**config.mk**
```make
export PLATFORM = sky130hd
export DESIGN_NAME = st7920_serial_tx_flat
export DESIGN_NICKNAME = d
export VERILOG_FILES = /design/src/rtl/st7920_pkg.sv /design/src/rtl/st7920_serial_tx_if.sv /design/src/rtl/st7920_bit_timer.sv /design/src/rtl/st7920_serial_tx.sv /design/src/flat_wrapper.sv
export SDC_FILE = /design/constraint.sdc
export NUM_CORES = 1
export LEC_CHECK = 0
export CORE_MARGIN = 2
export CORE_UTILIZATION = 40
export DETAILED_ROUTE_END_ITERATION = 10
export SETUP_SLACK_MARGIN = 0.02
export SLEW_MARGIN = 30
export SYNTH_ARGS = -nofsm -noshare
export SYNTH_HDL_FRONTEND = slang
export SYNTH_SLANG_ARGS = --single-unit
```
**constraint.sdc**
```tcl
create_clock -name sys_clk -period 3.55 [get_ports sys_clk]
set_clock_uncertainty 0.05 [all_clocks]
set_input_delay 0.71 -clock sys_clk [delete_from_list [all_inputs] [get_ports sys_clk]]
set_output_delay 0.71 -clock sys_clk [all_outputs]
set_load 0.01 [all_outputs]
```
**src/rtl/st7920_pkg.sv**
```systemverilog
// Shared types, constants and the frame builder for the ST7920 3-wire serial link.
// Both the sequencer and the serial transmitter import this package.
package st7920_pkg;

  typedef enum logic [1:0] {
    ST_PWRUP,
    ST_IDLE,
    ST_SHIFT,
    ST_WAIT
  } st7920_state_e;

  localparam logic [4:0] SYNC         = 5'b11111;
  localparam logic [7:0] CLEAR_OPCODE = 8'h01;
  localparam int         FRAME_BITS   = 24;

  typedef logic [FRAME_BITS-1:0] st7920_frame_t;

  // Sync, RW=0, RS, 0, then each data nibble followed by four zero bits.
  function automatic st7920_frame_t st7920_frame(input logic rs, input logic [7:0] data);
    return {SYNC, 1'b0, rs, 1'b0, data[7:4], 4'b0000, data[3:0], 4'b0000};
  endfunction

  // Display Clear needs the long execution time.
  function automatic logic st7920_is_clear(input logic rs, input logic [7:0] data);
    return (rs == 1'b0) && (data == CLEAR_OPCODE);
  endfunction

endpackage

```
**src/rtl/st7920_serial_tx_if.sv**
```systemverilog
// Command handshake between the LCD sequencer (master) and the serial transmitter (slave).
interface st7920_serial_tx_if;

  logic       cmd_valid;
  logic       cmd_ready;
  logic       cmd_rs;
  logic [7:0] cmd_data;

  modport master (
    output cmd_valid,
    output cmd_rs,
    output cmd_data,
    input  cmd_ready
  );

  modport slave (
    input  cmd_valid,
    input  cmd_rs,
    input  cmd_data,
    output cmd_ready
  );

endinterface

```
**src/rtl/st7920_bit_timer.sv**
```systemverilog
// SCLK prescaler: emits a one-cycle phase_tick every CLK_DIV enabled cycles and
// toggles the SCLK level on each tick. Cleared at frame start and on reset.
module st7920_bit_timer #(
  parameter int CLK_DIV = 512
) (
  input  logic sys_clk,
  input  logic sys_rst,
  input  logic clear_i,
  input  logic enable_i,
  output logic phase_tick_o,
  output logic sclk_o
);

  localparam int              DW       = $clog2(CLK_DIV) + 1;
  localparam logic [DW-1:0]   DIV_LAST = DW'(CLK_DIV - 1);

  logic [DW-1:0] div_q, div_d;
  logic          sclk_q, sclk_d;

  assign phase_tick_o = enable_i && !clear_i && (div_q == DIV_LAST);
  assign sclk_o       = sclk_q;

  always_comb begin
    // NOTE: every always_comb output gets a default first, so no path can infer a latch.
    div_d  = div_q;
    sclk_d = sclk_q;
    if (clear_i) begin
      div_d  = '0;
      sclk_d = 1'b0;
    end else if (enable_i) begin
      if (phase_tick_o) begin
        div_d  = '0;
        sclk_d = ~sclk_q;
      end else begin
        div_d = div_q + 1'b1;
      end
    end
  end

  always_ff @(posedge sys_clk or posedge sys_rst) begin
    // NOTE: state registers use non-blocking assignments so all flops update together.
    if (sys_rst) begin
      div_q  <= '0;
      sclk_q <= 1'b0;
    end else begin
      div_q  <= div_d;
      sclk_q <= sclk_d;
    end
  end

endmodule

```
**src/rtl/st7920_serial_tx.sv**
```systemverilog
// ST7920 3-wire serial transmitter: accepts one command per handshake, shifts the
// 24-bit frame out on CS/SCLK/SID, then holds off for the command's execution time.
module st7920_serial_tx
  import st7920_pkg::*;
#(
  parameter int CLK_DIV    = 512,
  parameter int CMD_WAIT   = 1944,
  parameter int CLR_WAIT   = 43200,
  parameter int PWRUP_WAIT = 1080000
) (
  input  logic                 sys_clk,
  input  logic                 sys_rst,
  st7920_serial_tx_if.slave    cmd,
  output logic                 busy,
  output logic                 lcd_cs,
  output logic                 lcd_sclk,
  output logic                 lcd_sid
);

  localparam int MAX_AB   = (CMD_WAIT > CLR_WAIT) ? CMD_WAIT : CLR_WAIT;
  localparam int MAX_WAIT = (MAX_AB > PWRUP_WAIT) ? MAX_AB : PWRUP_WAIT;
  localparam int CW       = $clog2(MAX_WAIT) + 1;
  localparam int BW       = $clog2(FRAME_BITS);

  localparam logic [CW-1:0] PWRUP_LAST = CW'(PWRUP_WAIT - 1);
  localparam logic [CW-1:0] CMD_LAST   = CW'(CMD_WAIT - 1);
  localparam logic [CW-1:0] CLR_LAST   = CW'(CLR_WAIT - 1);
  localparam logic [BW-1:0] BIT_FIRST  = BW'(FRAME_BITS - 1);

  st7920_state_e state_q, state_d;
  logic [CW-1:0] cnt_q, cnt_d;
  logic [BW-1:0] bit_q, bit_d;
  st7920_frame_t frame_q, frame_d;
  logic          clr_sel_q, clr_sel_d;

  logic          accept;
  logic          phase_tick;
  logic          sclk_level;
  logic [CW-1:0] wait_last;

  assign accept    = (state_q == ST_IDLE) && cmd.cmd_valid;
  assign wait_last = clr_sel_q ? CLR_LAST : CMD_LAST;

  st7920_bit_timer #(
    .CLK_DIV (CLK_DIV)
  ) u_bit_timer (
    .sys_clk      (sys_clk),
    .sys_rst      (sys_rst),
    .clear_i      (accept),
    .enable_i     (state_q == ST_SHIFT),
    .phase_tick_o (phase_tick),
    .sclk_o       (sclk_level)
  );

  always_comb begin
    state_d   = state_q;
    cnt_d     = cnt_q;
    bit_d     = bit_q;
    frame_d   = frame_q;
    clr_sel_d = clr_sel_q;
    unique case (state_q)
      ST_PWRUP: begin
        if (cnt_q == PWRUP_LAST) begin
          state_d = ST_IDLE;
          cnt_d   = '0;
        end else begin
          cnt_d = cnt_q + 1'b1;
        end
      end
      ST_IDLE: begin
        if (cmd.cmd_valid) begin
          state_d   = ST_SHIFT;
          frame_d   = st7920_frame(cmd.cmd_rs, cmd.cmd_data);
          clr_sel_d = st7920_is_clear(cmd.cmd_rs, cmd.cmd_data);
          bit_d     = BIT_FIRST;
        end
      end
      ST_SHIFT: begin
        // A tick while SCLK is high ends the bit; SID advances on that falling edge.
        if (phase_tick && sclk_level) begin
          if (bit_q == '0) begin
            state_d = ST_WAIT;
            cnt_d   = '0;
          end else begin
            bit_d = bit_q - 1'b1;
          end
        end
      end
      ST_WAIT: begin
        if (cnt_q == wait_last) begin
          state_d = ST_IDLE;
          cnt_d   = '0;
        end else begin
          cnt_d = cnt_q + 1'b1;
        end
      end
      default: begin
        state_d = ST_PWRUP;
        cnt_d   = '0;
      end
    endcase
  end

  always_ff @(posedge sys_clk or posedge sys_rst) begin
    if (sys_rst) begin
      state_q   <= ST_PWRUP;
      cnt_q     <= '0;
      bit_q     <= '0;
      frame_q   <= '0;
      clr_sel_q <= 1'b0;
    end else begin
      state_q   <= state_d;
      cnt_q     <= cnt_d;
      bit_q     <= bit_d;
      frame_q   <= frame_d;
      clr_sel_q <= clr_sel_d;
    end
  end

  assign cmd.cmd_ready = (state_q == ST_IDLE);
  assign busy          = (state_q != ST_IDLE);
  assign lcd_cs        = (state_q == ST_SHIFT);
  assign lcd_sclk      = lcd_cs && sclk_level;
  assign lcd_sid       = lcd_cs && frame_q[bit_q];

endmodule

```
**src/flat_wrapper.sv**
```systemverilog
// flat-port wrapper written by rule: the top's interface ports become plain ports
module st7920_serial_tx_flat import st7920_pkg::*;
#(
  parameter int CLK_DIV    = 512,
  parameter int CMD_WAIT   = 1944,
  parameter int CLR_WAIT   = 43200,
  parameter int PWRUP_WAIT = 1080000
)
  (sys_clk, sys_rst, busy, lcd_cs, lcd_sclk, lcd_sid, cmd_cmd_valid, cmd_cmd_rs, cmd_cmd_data, cmd_cmd_ready);
  st7920_serial_tx_if cmd_i ();
  input  logic sys_clk;
  input  logic sys_rst;
  output logic busy;
  output logic lcd_cs;
  output logic lcd_sclk;
  output logic lcd_sid;
  input wire logic [$bits(cmd_i.cmd_valid)-1:0] cmd_cmd_valid;
  input wire logic [$bits(cmd_i.cmd_rs)-1:0] cmd_cmd_rs;
  input wire logic [$bits(cmd_i.cmd_data)-1:0] cmd_cmd_data;
  output wire logic [$bits(cmd_i.cmd_ready)-1:0] cmd_cmd_ready;
  assign cmd_i.cmd_valid = cmd_cmd_valid;
  assign cmd_i.cmd_rs = cmd_cmd_rs;
  assign cmd_i.cmd_data = cmd_cmd_data;
  assign cmd_cmd_ready = cmd_i.cmd_ready;
  st7920_serial_tx #(.CLK_DIV(CLK_DIV), .CMD_WAIT(CMD_WAIT), .CLR_WAIT(CLR_WAIT), .PWRUP_WAIT(PWRUP_WAIT)) u_core (.sys_clk(sys_clk), .sys_rst(sys_rst), .cmd(cmd_i), .busy(busy), .lcd_cs(lcd_cs), .lcd_sclk(lcd_sclk), .lcd_sid(lcd_sid));
endmodule
```
* Yosys cells after proc, flatten, opt, wreduce, memory -nomap -nowiden *
Cells that the tools add are included.
Widths: inputs -> output; s select.

storage, ports and cells
  output and inout bits = 5
  bits in registers = 51
  logic and storage cells = 70

cells by class
  reductions and logical operators = 19
  bitwise operators = 2
  muxes and demuxes = 24
  $add $sub $neg = 3
  equality and inequality tests = 14
  $lt $le $gt $ge = 1

operator list
  cell                   number
  $mux 22                4
  $pmux 22 s3            1
  $mux 10                3
  $add 22x1->22 const B  1
  $eq 22x21->1 const B   1
  $eq 22x22->1           1
  $mux 16                1
  $mux 5                 3
  $add 10x1->10 const B  1
  $eq 10x9->1 const B    1
  $mux 2                 5
  $pmux 5 s2             1
  $eq 8x1->1 const B     1
  $ne 2x2->1 const B     4
  $pmux 2 s4             1
  $logic_and 1x1->1      7
  $lt 5x6->1 const B     1
  $ne 2x1->1 const B     3
  $reduce_bool 2->1      3
  $bmux 1 s5             1
  $logic_not 5->1        1
  $reduce_and 5->1       1
  $sub 5x1->5 const B    1
  $eq 2x2->1 const B     2
  9 further kinds        14

* Logic depth before layout (Yosys ltp) *
  word-level depth = 8
  depth in mapped cells = 9

* Modules after synthesis *
A second synthesis with hierarchy kept.

unflattened totals
  cell total of the unflattened synthesis = 288
  area, all modules = 2902.8 µm²

by module, submodules not included
  module            cells each  area an instance (µm²)  times used
  st7920_serial_tx  228         2297.2                  1
  st7920_bit_timer  60          605.6                   1

* Least setup slack after synthesis *
Ideal clock, no wire load.

  path type = register to output
  start = reg u_core.state_q[0]
  end = out lcd_sid
  required time = 2790 ps
  cell stages (with the launch flop) = 6
  arrival time = 1643 ps
  setup slack = 1147 ps
  path through = dfrtp_1 > inv_1 > ha_1 > clkbuf_1 > clkbuf_1 > nor3b_1

between the ends
  word-level cells in the longest chain between the ends = 2

RTL lines
  what                      line                     RTL
  start: declaration        st7920_serial_tx.sv:30   st7920_state_e state_q, state_d;
  start signal: assignment  st7920_serial_tx.sv:112  state_q <= state_d;
  $eq 2x2->1                st7920_serial_tx.sv:122  assign lcd_cs = (state_q == ST_SHIFT);
  named net lcd_cs          flat_wrapper.sv:14       output logic lcd_cs;
  $logic_and 1x1->1         st7920_serial_tx.sv:124  assign lcd_sid = lcd_cs && frame_q[bit_q];
  end: declaration          flat_wrapper.sv:16       output logic lcd_sid;

The timed path passes the listed nets, and every way through them passes these cells.

* Worst setup path in the final report *
  start = reg u_core.bit_q[0]
  end = out lcd_sid

between the ends
  word-level cells in the longest chain between the ends = 3

RTL lines
  what                          line                     RTL
  start: declaration            st7920_serial_tx.sv:32   logic [BW-1:0] bit_q, bit_d;
  start signal: assignment      st7920_serial_tx.sv:114  bit_q <= bit_d;
  $bmux 1 s5                    st7920_serial_tx.sv:124
  $mux 1 (not written as such)  st7920_serial_tx.sv:124
  $logic_and 1x1->1             st7920_serial_tx.sv:124

Every way passes these cells. The select of a mux whose other input is x is not followed.

==> metrics.txt <==
CP bufs+invs=1; Yosys top cell area share=0.425; core area=0.00725 mm²; crit-path cells=mux4_2, mux2i_1, nor2_1, a21oi_1, nor3b_1, clkdlybuf4s50_1; Avg Cell Area, Syn=8.62 µm²; P_int=1.25 mW; initial antenna violation count=0; Mapped Area=0.00300 mm²; Post-CTS Resized=0; Final period util=0.832; crit path from=u_core.bit_q[0]; Post-synth EDFFs=0; PortBufs=16; Yosys cell types=50; clock root buffer=clkbuf_8; Worst setup SP type=flop; Final Power=2.07 mW; Final Wtd Congestion=0.874; vias per inst=5.65; CTS tree=built; Cell Pwr Density=616 mW/mm²; clock slew at reported path FFs=90 ps; post-layout min period=2950 ps; Clock Latency Late Sink=310 ps; switch share=0.397; CTS Buf Count=5; Starting Density=0.414; register share of total power=0.385; Die ar.=0.00821 mm²; CTS Sinks=51; #FFs+latches synth=51; Max Root-Sink Buffers=2; via count=2,580; RSZ-0062 raised after global routing=no; final core occ=0.464; FP Rows=31; Hold Path Class=flop to flop; Max-Cap Viols=0; first-pass iteration count of the detailed router=4; HP Start=u_core.frame_q[6]; Finished Layout Cells=457; Seq/Total Area, Yosys=0.425; Critical Path Fanout Max=7; Post-DRT Antenna Nets=0; first-pass GRT wire length=11,800 µm; cell taking the most area after synthesis=dfrtp_1; Crit Path Class=flop to output port; worst vdd ir=0.269 mV; CP peak stage delay=530 ps; Critical Path RT=2790 ps; Synth Flop Type=dfrtp_1; vias in the first global route=2,411; hold slack=437 ps; GRT overflow=0; Hold Buf Count CTS=0; worst path arrival time=2190 ps; Psw=0.823 mW; YS warnings=0; Cells after DPL=449; setup repair bufs after CTS=0; Post-Syn Nets=369; layout cells sized above 1=0.0615; worst slew pin tran=775 ps; run status=complete, no violations; R2R Path Start=u_core.state_q[0]; Die W=90.6 µm; wire per inst=14.9 µm; routed wire length=6820 µm; diode count=0; num ports=17; Static Leak=1.35 nW; Post-synth ARST share=1.00; largest net degree at the start of global routing=52; Mapped Cells=348; die height=90.6 µm; H-tree depth=2; DRC Markers=0; Area contributors post-synth=dfrtp_1 43%, nand2_1 7.5%, o21ai_0 4.5%, ha_1 3.8%, nand4_1 3.5%; Setup-failing EPs final=0; fmax=339 MHz; final hold vios=0; Layout Nets=378; Comb pwr share=0.408; kind of end point of the critical path=output port; gr usage total=0.174; Crit-path slowest cell=mux4_2; max_slew headroom=0.479; count of final max-slew check failures=0; final setup TNS=0 ps; Synth-to-Final Area Change=12.1%; initial DRC count=131; clock network fraction of total power=0.207; delay-heaviest family, CP=multiplexers; hpwl dp=4740 µm
==> layout by cell type (no fill, tap or decap), types with 4 or more instances in the layout <==
cell type,Yosys,routed
nor2_1,24,24
xor2_1,4,4
or3_1,6,6
a21oi_1,17,17
clkdlybuf4s50_1,0,16
nand2_1,60,60
o211ai_1,4,4
nor4_1,7,7
clkbuf_8,0,6
buf_4,0,6
nand2b_1,4,4
nand3_1,12,12
nor3_1,12,12
nand4_1,17,17
ha_1,9,9
dfrtp_1,51,51
o31ai_1,5,5
o21ai_0,27,27
nor4b_1,5,5
inv_1,11,10
==> sequential cells by signal, indices dropped and copies added, names as in the netlist <==
signal / flops
u_core.cnt_q: 22
u_core.frame_q: 10
u_core.u_bit_timer.div_q: 10
u_core.bit_q: 5
u_core.state_q: 2
u_core.clr_sel_q: 1
u_core.u_bit_timer.sclk_o: 1
==> Yosys cell counts (7+ instances only) <==
cell	n
ha_1	9
a21oi_1	17
inv_1	11
nand2_1	60
o21ai_0	27
dfrtp_1	51
nand3_1	12
clkbuf_1	19
nand4_1	17
nor2_1	24
nor3_1	12
nor4_1	7
==> routing by layer <==
layer,vias to the layer above,GRT usage,wire [µm]
li1,1285,-,-
met4,0,0.0474,82
met3,7,0.0259,171
met5,-,0,0
met1,1246,0.244,3360
met2,42,0.281,3210
==> power by group through the flow <==
stage	sequential, mW	combinational, mW	clock, mW
finish	0.798	0.846	0.428
global route	0.814	0.944	0.468
CTS	0.798	0.856	0.443
detailed placement	0.808	0.853	0
global placement	0.807	0.837	0
floorplan	0.756	0.658	0
==> cell type report <==
class | instances | area, µm²
multi-input combinational | 266 | 1600
timing repair buffer | 22 | 205
fill | 717 | 3890
inverter | 11 | 41.3
tap | 99 | 124
clock inverter | 2 | 35.0
sequential | 51 | 1280
clock buffer | 6 | 82.6
==> through the flow <==
stage          setup slack, ps  instance area (µm²)
2_1_floorplan             1150                 3000
5_1_grt                    490                 3360
3_5_place_dp               880                 3250
6_report                   598                 3360
3_3_place_gp               950                 3250
4_1_cts                    565                 3360
==> path summary, 6_finish.rpt <==
check,endpoint,slack [ps],cells past startpoint
min in group asynchronous,u_core.frame_q[13],840,3
max in group asynchronous,u_core.cnt_q[0],2170,3
worst min register to register,u_core.frame_q[6],440,2
worst max-delay path,lcd_sid,600,6
worst min-delay path,u_core.frame_q[6],440,2
worst max register to register,u_core.cnt_q[18],880,7
==> tightest hold or removal path, cell delays in order, from the launching register on <==
cell and delay, ps:
dfrtp_1 360, nand2_1 50, nand2_1 60
==> logic make-up (layout without fill, tap and decap cells) <==
family          count (synthesis)  count (layout)  synth area share
compound gates                 76              76             0.160
mux                             7               7            0.0338
xor+xnor                        5               5            0.0146
flops                          51              51             0.425
fa+ha+maj                       9               9            0.0375
buf+inv                        31              41            0.0413
simple gates                  169             169             0.288
(Power assumes the default switching activity.)
